`config.mk`:
```
export PLATFORM = sky130hd
export DESIGN_NAME = mul_unit
export DESIGN_NICKNAME = d
export VERILOG_FILES = /design/src/rtl/mul_unit.sv
export SDC_FILE = /design/constraint.sdc
export NUM_CORES = 1
export LEC_CHECK = 0
export ABC_AREA = 1
export CORE_MARGIN = 2
export CORE_UTILIZATION = 50
export CTS_BUF_LIST = sky130_fd_sc_hd__clkbuf_8 sky130_fd_sc_hd__clkbuf_16
export DETAILED_ROUTE_END_ITERATION = 10
export GPL_TIMING_DRIVEN = 0
export PLACE_DENSITY = 0.74
export SLEW_MARGIN = 25
export SYNTH_ARGS = -nofsm -noshare
export SYNTH_HDL_FRONTEND = slang
export SYNTH_SLANG_ARGS = --single-unit
```
`constraint.sdc`:
```
create_clock -name clk -period 10.45 [get_ports clk]
set_clock_uncertainty 0.2 [all_clocks]
set_input_delay 2.6125 -clock clk [delete_from_list [all_inputs] [get_ports clk]]
set_output_delay 2.6125 -clock clk [all_outputs]
set_load 0.01 [all_outputs]
```
`src/rtl/mul_unit.sv`:
```
// mul_unit: sequential signed NxN shift-add multiplier for the pico MIPS
// execute path. Each op takes N cycles from acceptance to the done pulse.
//
// Ports:
//   clk     - system clock, rising edge
//   n_reset - asynchronous active-low reset
//   start   - op request, sampled only while busy is low
//   frac    - 0: integer result (low N bits, wraps)
//             1: Q1.(N-1) result (high half, saturating)
//   a, b    - signed operands
//   rd_in   - destination register for the op
//   busy    - op in progress (core stalls)
//   done    - one-cycle completion pulse (register file write enable)
//   rd_out  - latched destination (register file Rd)
//   result  - product, held until the next completion (register file Wdata)
//
// Optional feature: define MUL_ROUND_EN to round fractional results half up
// instead of truncating them.
module mul_unit #(
  parameter int N = 8,
  parameter int M = 32
) (
  input  logic                 clk,
  input  logic                 n_reset,
  input  logic                 start,
  input  logic                 frac,
  input  logic [N-1:0]         a,
  input  logic [N-1:0]         b,
  input  logic [$clog2(M)-1:0] rd_in,
  output logic                 busy,
  output logic                 done,
  output logic [$clog2(M)-1:0] rd_out,
  output logic [N-1:0]         result
);

  localparam int RW = $clog2(M);
  localparam int CW = $clog2(N);

  localparam logic IDLE = 1'b0;
  localparam logic RUN  = 1'b1;

  logic            state_reg;
  logic            frac_reg;
  logic            sign_reg;
  logic [N-1:0]    mag_a_reg;
  logic [N-1:0]    mag_b_reg;
  logic [2*N-1:0]  acc_reg;
  logic [CW-1:0]   count_reg;
  logic            done_reg;
  logic [RW-1:0]   rd_reg;
  logic [N-1:0]    result_reg;

  // Magnitudes of the incoming operands; -(-2^(N-1)) wraps back to
  // 2^(N-1), which is exactly right when read as unsigned.
  logic [N-1:0]    mag_a_in;
  logic [N-1:0]    mag_b_in;
  assign mag_a_in = a[N-1] ? -a : a;
  assign mag_b_in = b[N-1] ? -b : b;

  // One shift-add step; on the last RUN edge acc_next is the full
  // unsigned product, so the final step folds straight into the result.
  logic [2*N-1:0]  addend;
  logic [2*N-1:0]  acc_next;
  logic [2*N-1:0]  prod;
  logic            last_step;

  assign addend    = mag_b_reg[count_reg] ? ({{N{1'b0}}, mag_a_reg} << count_reg) : '0;
  assign acc_next  = acc_reg + addend;
  assign prod      = sign_reg ? -acc_next : acc_next;
  assign last_step = (count_reg == CW'(N - 1));

  // Fractional path: optional round-half-up ahead of the bit selection.
  logic [2*N-1:0]  prod_frac;
`ifdef MUL_ROUND_EN
  localparam logic [2*N-1:0] ROUND_HALF = {{(N+1){1'b0}}, 1'b1, {(N-2){1'b0}}};
  assign prod_frac = prod + ROUND_HALF;
`else
  assign prod_frac = prod;
`endif

  // prod_frac >= 2^(2N-2): only reachable from (-2^(N-1))^2 (plus rounding).
  logic            frac_sat;
  logic [N-1:0]    result_next;
  assign frac_sat = ~prod_frac[2*N-1] & prod_frac[2*N-2];

  always_comb begin
    result_next = prod[N-1:0];
    if (frac_reg) begin
      if (frac_sat) begin
        result_next = {1'b0, {(N-1){1'b1}}};
      end else begin
        result_next = prod_frac[2*N-2:N-1];
      end
    end
  end

  // Fraction bits below the selected window are intentionally dropped.
  logic unused_frac_bits;
  assign unused_frac_bits = ^prod_frac[N-2:0];

  always_ff @(posedge clk or negedge n_reset) begin
    if (!n_reset) begin
      state_reg  <= IDLE;
      frac_reg   <= 1'b0;
      sign_reg   <= 1'b0;
      mag_a_reg  <= '0;
      mag_b_reg  <= '0;
      acc_reg    <= '0;
      count_reg  <= '0;
      done_reg   <= 1'b0;
      rd_reg     <= '0;
      result_reg <= '0;
    end else begin
      done_reg <= 1'b0;
      case (state_reg)
        IDLE: begin
          if (start) begin
            frac_reg  <= frac;
            rd_reg    <= rd_in;
            sign_reg  <= a[N-1] ^ b[N-1];
            mag_a_reg <= mag_a_in;
            mag_b_reg <= mag_b_in;
            acc_reg   <= '0;
            count_reg <= '0;
            state_reg <= RUN;
          end
        end
        RUN: begin
          acc_reg   <= acc_next;
          count_reg <= count_reg + CW'(1);
          if (last_step) begin
            result_reg <= result_next;
            done_reg   <= 1'b1;
            state_reg  <= IDLE;
          end
        end
        default: state_reg <= IDLE;
      endcase
    end
  end

  assign busy   = (state_reg == RUN);
  assign done   = done_reg;
  assign rd_out = rd_reg;
  assign result = result_reg;

endmodule

```
==> summary.txt <==
Critical path
  • CP required: ~10 ns
  • Capturing element type of the critical path: flop
  • Type of the worst setup path: in2reg
  • Reg2Reg Launch Point: count_reg[0]$_DFFE_PN0P_
  • Worst reg2reg endpoint: result[0]$_DFFE_PN0P_
  • Sequence of cells on the critical path: clkdlybuf4s50_1 > nor2_1 > clkbuf_1 > nand2_1 > o21ai_0
  • Critical path arrival: between 4 and 5 ns
  • Worst setup path startpoint: start
  • Cell count of the worst reg-to-reg path: 25
  • Register-to-register setup slack: 6.34 ns
  • Longest individual stage delay on the worst path: 0.54 ns
  • Kind of launch point of the worst setup path: input pin
  • Cell with the biggest individual delay on the critical path: sky130_fd_sc_hd__nor2_1
  • Critical Path End: acc_reg[11]$_DFFE_PN0P_
  • Maximum fanout along the worst path: 10

Route
  • Number of design-rule violations left by the first detailed-router iteration: 183
  • Average via count per standard cell: about 5.2
  • Total wire length after detailed routing: ~10,000 um
  • Antenna Violating Nets Remaining: 0
  • Vias after detailed routing: approximately 4,000
  • Routed length per instance: around 13 um
  • Length of the first detailed-routing pass in iterations: 5
  • Post-route DRC violation count: 0

Synth
  • Main flop type after synthesis: sky130_fd_sc_hd__dfrtp_1
  • Mean Syn Cell Area: 6.51 sq um
  • Area share of the largest cell type after synthesis: approximately a third
  • Cell Area, Synth: roughly 4100 sq um
  • Number of warnings printed during yosys synthesis: 0
  • Share of flip-flops with an asynchronous set or reset: 100%
  • Flip-flop and latch count after synthesis: 52
  • Top cells by area in the synthesized netlist: sky130_fd_sc_hd__dfrtp_1 32%, sky130_fd_sc_hd__nand2_1 19%, sky130_fd_sc_hd__inv_1 8.0%
  • Sequential-to-total area share from yosys stat: a little under a third
  • Number of flops mapped to enable cells by yosys: 0
  • Cell taking the most area after synthesis: sky130_fd_sc_hd__dfrtp_1
  • Number of unique standard cell types used by synthesis: 35
  • Nets in the synthesized netlist: around 670
  • Synth Instances: between 600 and 700

Timing
  • Setup slack of the critical path after layout: between 6 and 7 ns
  • Total count of max-transition violations in the final report: 0
  • Final setup violation count: 0
  • Final period demand of the worst path: ~4.3 ns
  • Max frequency: about 230 MHz
  • Max-Slew Margin vs Limit: between 50% and 60%
  • Setup repair after global routing missed its margin: no
  • Post-route fraction of the period consumed by the critical path: 41.0%
  • Slew at the pin closest to its max-slew limit: a little under 0.7 ns
  • Total negative slack for setup checks: 0 ns
  • Final-report hold violation count: 0

Floorplan
  • Core outline area: around 7800 sq um
  • Starting utilization of the core area: 52.1%
  • Boundary Pins: 40
  • Die span in y: ~94 um
  • Overall die width: between 90 and 100 um
  • Site row count: 32
  • Die area: between 8000 and 9000 sq um

CTS
  • CTS tree: yes
  • Library cell used as clock root buffer: sky130_fd_sc_hd__clkbuf_8
  • Clock Path Buffers: 2
  • Sink Count: 52
  • Count of buffers added by post-CTS timing repair for setup: 0
  • Cells resized by post-CTS repair: 0
  • Total number of H-tree levels: 2
  • Cts bufs inserted: 5
  • Clock slew at reported path FFs: between 0.1 and 0.15 ns
  • CTS Hold Bufs: 0
  • Clock insertion delay at the later pin of the skew report: ~0.32 ns

Finish
  • Total area of sequential cells: 1300 sq um
  • Non-filler instance count after layout: approximately 770
  • Number of antenna cells inserted: 0
  • Max FFs per register: 16
  • Leading cell type in the layout, fill and taps excluded: sky130_fd_sc_hd__nand2_1
  • Number of fill cells: 768
  • Leading cell types in the layout, fill and taps excluded: 205 x sky130_fd_sc_hd__nand2_1, 87 x sky130_fd_sc_hd__inv_1, 64 x sky130_fd_sc_hd__o21ai_0, 52 x sky130_fd_sc_hd__nor2_1, 52 x sky130_fd_sc_hd__dfrtp_1
  • Total number of nets in the final design: a little over 700
  • Area of combinational cells with multiple inputs: about 2400 sq um
  • Synth-to-layout area growth: 14.9%
  • Post-route cell area: approximately 4700 sq um
  • Share of layout cells above drive strength 1: roughly 5.8%

Power and ir drop
  • Final total power: between 0.0015 and 0.002 W
  • Net switching power of the design: about 0.00086 W
  • Worst-case vdd ir drop: ~120 uV
  • Part of the total power dissipated in combinational logic: about 70%
  • Switching power as a share of total power: 53.6%
  • Part of the total power dissipated in the clock network: 7.9%
  • Internal power of the cells: roughly 0.00074 W
  • Part of the power in registers: roughly 22%
  • Leakage: 2.45 nW
  • PD cells: roughly 340 nW/um^2

Place
  • Cell Area, Placed: about 4600 sq um
  • Placed Cells: between 700 and 800
  • Post-placement worst setup slack: 5.87 ns
  • GPL Wtd Cong: about 0.89
  • Detailed-placement wirelength estimate: 8120 um
  • Buffers on Ports: 39

Outcome
  • Result of the run: finished, final reports clean

Hold path
  • Worst min-delay path class: reg2reg
  • Worst Hold Path Cells: 2

GRT
  • Wire length of the first global-routing pass: 17,200 um
  • Antenna violations before repair: 0
  • Sum of overflow across all layers after global routing: 0
  • Largest net degree at the start of global routing: 53
  • GR Util All Layers: roughly 24%
  • Via count of the first global-routing pass: approximately 3,800

Flow run
  • Reported max-cap violation count: 0
[stage by stage]
| stage | utilization (%) | hold WS, ns |
|---|---|---|
| after floorplan | - | 0.247 |
| after global placement | 58.8 | 0.262 |
| after detailed placement | 58.8 | 0.264 |
| after CTS | 59.9 | 0.292 |
| after global routing | 59.9 | 0.310 |
| final | 59.9 | 0.286 |
[worst min path at each step]
stage                                        start                  endpoint
after floorplan           mag_b_reg[7]$_DFFE_PN0P_  mag_b_reg[7]$_DFFE_PN0P_
after global placement       rd_out[4]$_DFFE_PN0P_     rd_out[4]$_DFFE_PN0P_
after detailed placement     rd_out[4]$_DFFE_PN0P_     rd_out[4]$_DFFE_PN0P_
after CTS                    rd_out[4]$_DFFE_PN0P_     rd_out[4]$_DFFE_PN0P_
after global routing         rd_out[2]$_DFFE_PN0P_     rd_out[2]$_DFFE_PN0P_
final                        rd_out[4]$_DFFE_PN0P_     rd_out[4]$_DFFE_PN0P_
[area by class of cell]
class	count	area share, %
Multi-Input combinational cell	469	50.8
Sequential cell	52	27.8
Timing Repair Buffer	39	8.29
Inverter	89	7.14
Tap cell	102	2.73
Clock buffer	5	1.47
Buffer	15	1.31
Clock inverter	3	0.481
[layer usage]
| layer | up-vias | part of all wire [%] | global-route usage, % |
|---|---|---|---|
| met1 | 1863 | 45 | 30.6 |
| met4 | 0 | 1.8 | 6.04 |
| li1 | 2070 | - | - |
| met3 | 13 | 3.8 | 3.05 |
| met2 | 90 | 49 | 44.0 |
| met5 | - | 0 | 0 |
[cell families (layout without fill, tap and decap cells)]
kind of cell	count (synthesis)	after routing	share of synthesized area, %
and+or+nand+nor	328	328	34.1
buffers and inverters	104	151	9.71
AOI/OAI and AO/OA	101	101	13.5
DFF	52	52	32.0
adders and majority gates	21	21	6.64
xor gates and xnor gates	17	17	3.66
muxes	2	2	0.492
[synth_stat cells, types with 6 or more instances]
master                     instances
sky130_fd_sc_hd__xor2_1           11
sky130_fd_sc_hd__xnor2_1           6
sky130_fd_sc_hd__o21ai_0          64
sky130_fd_sc_hd__nor3_1           12
sky130_fd_sc_hd__nand2_2          14
sky130_fd_sc_hd__nand2_1         205
sky130_fd_sc_hd__inv_1            87
sky130_fd_sc_hd__ha_1             20
sky130_fd_sc_hd__nor2_1           52
sky130_fd_sc_hd__a21oi_1          20
sky130_fd_sc_hd__dfrtp_1          52
sky130_fd_sc_hd__clkbuf_1         13
sky130_fd_sc_hd__nand3_1          24
[critical path, delay by kind of cell]
kind	cells	cell delay [ns]
AOI/OAI and AO/OA	1	0.10
buffers and inverters	2	0.96
and+or+nand+nor	2	0.62
[power groups by stage]
stage               Clock, W  Combinational (W)  Sequential, W
floorplan                  0           0.000805       0.000355
global placement           0            0.00108       0.000353
detailed placement         0            0.00111       0.000356
CTS                 0.000129            0.00111       0.000351
global route        0.000138            0.00127       0.000363
finish              0.000126            0.00112       0.000351
No activity file was read; power rests on OpenSTA's default activity.
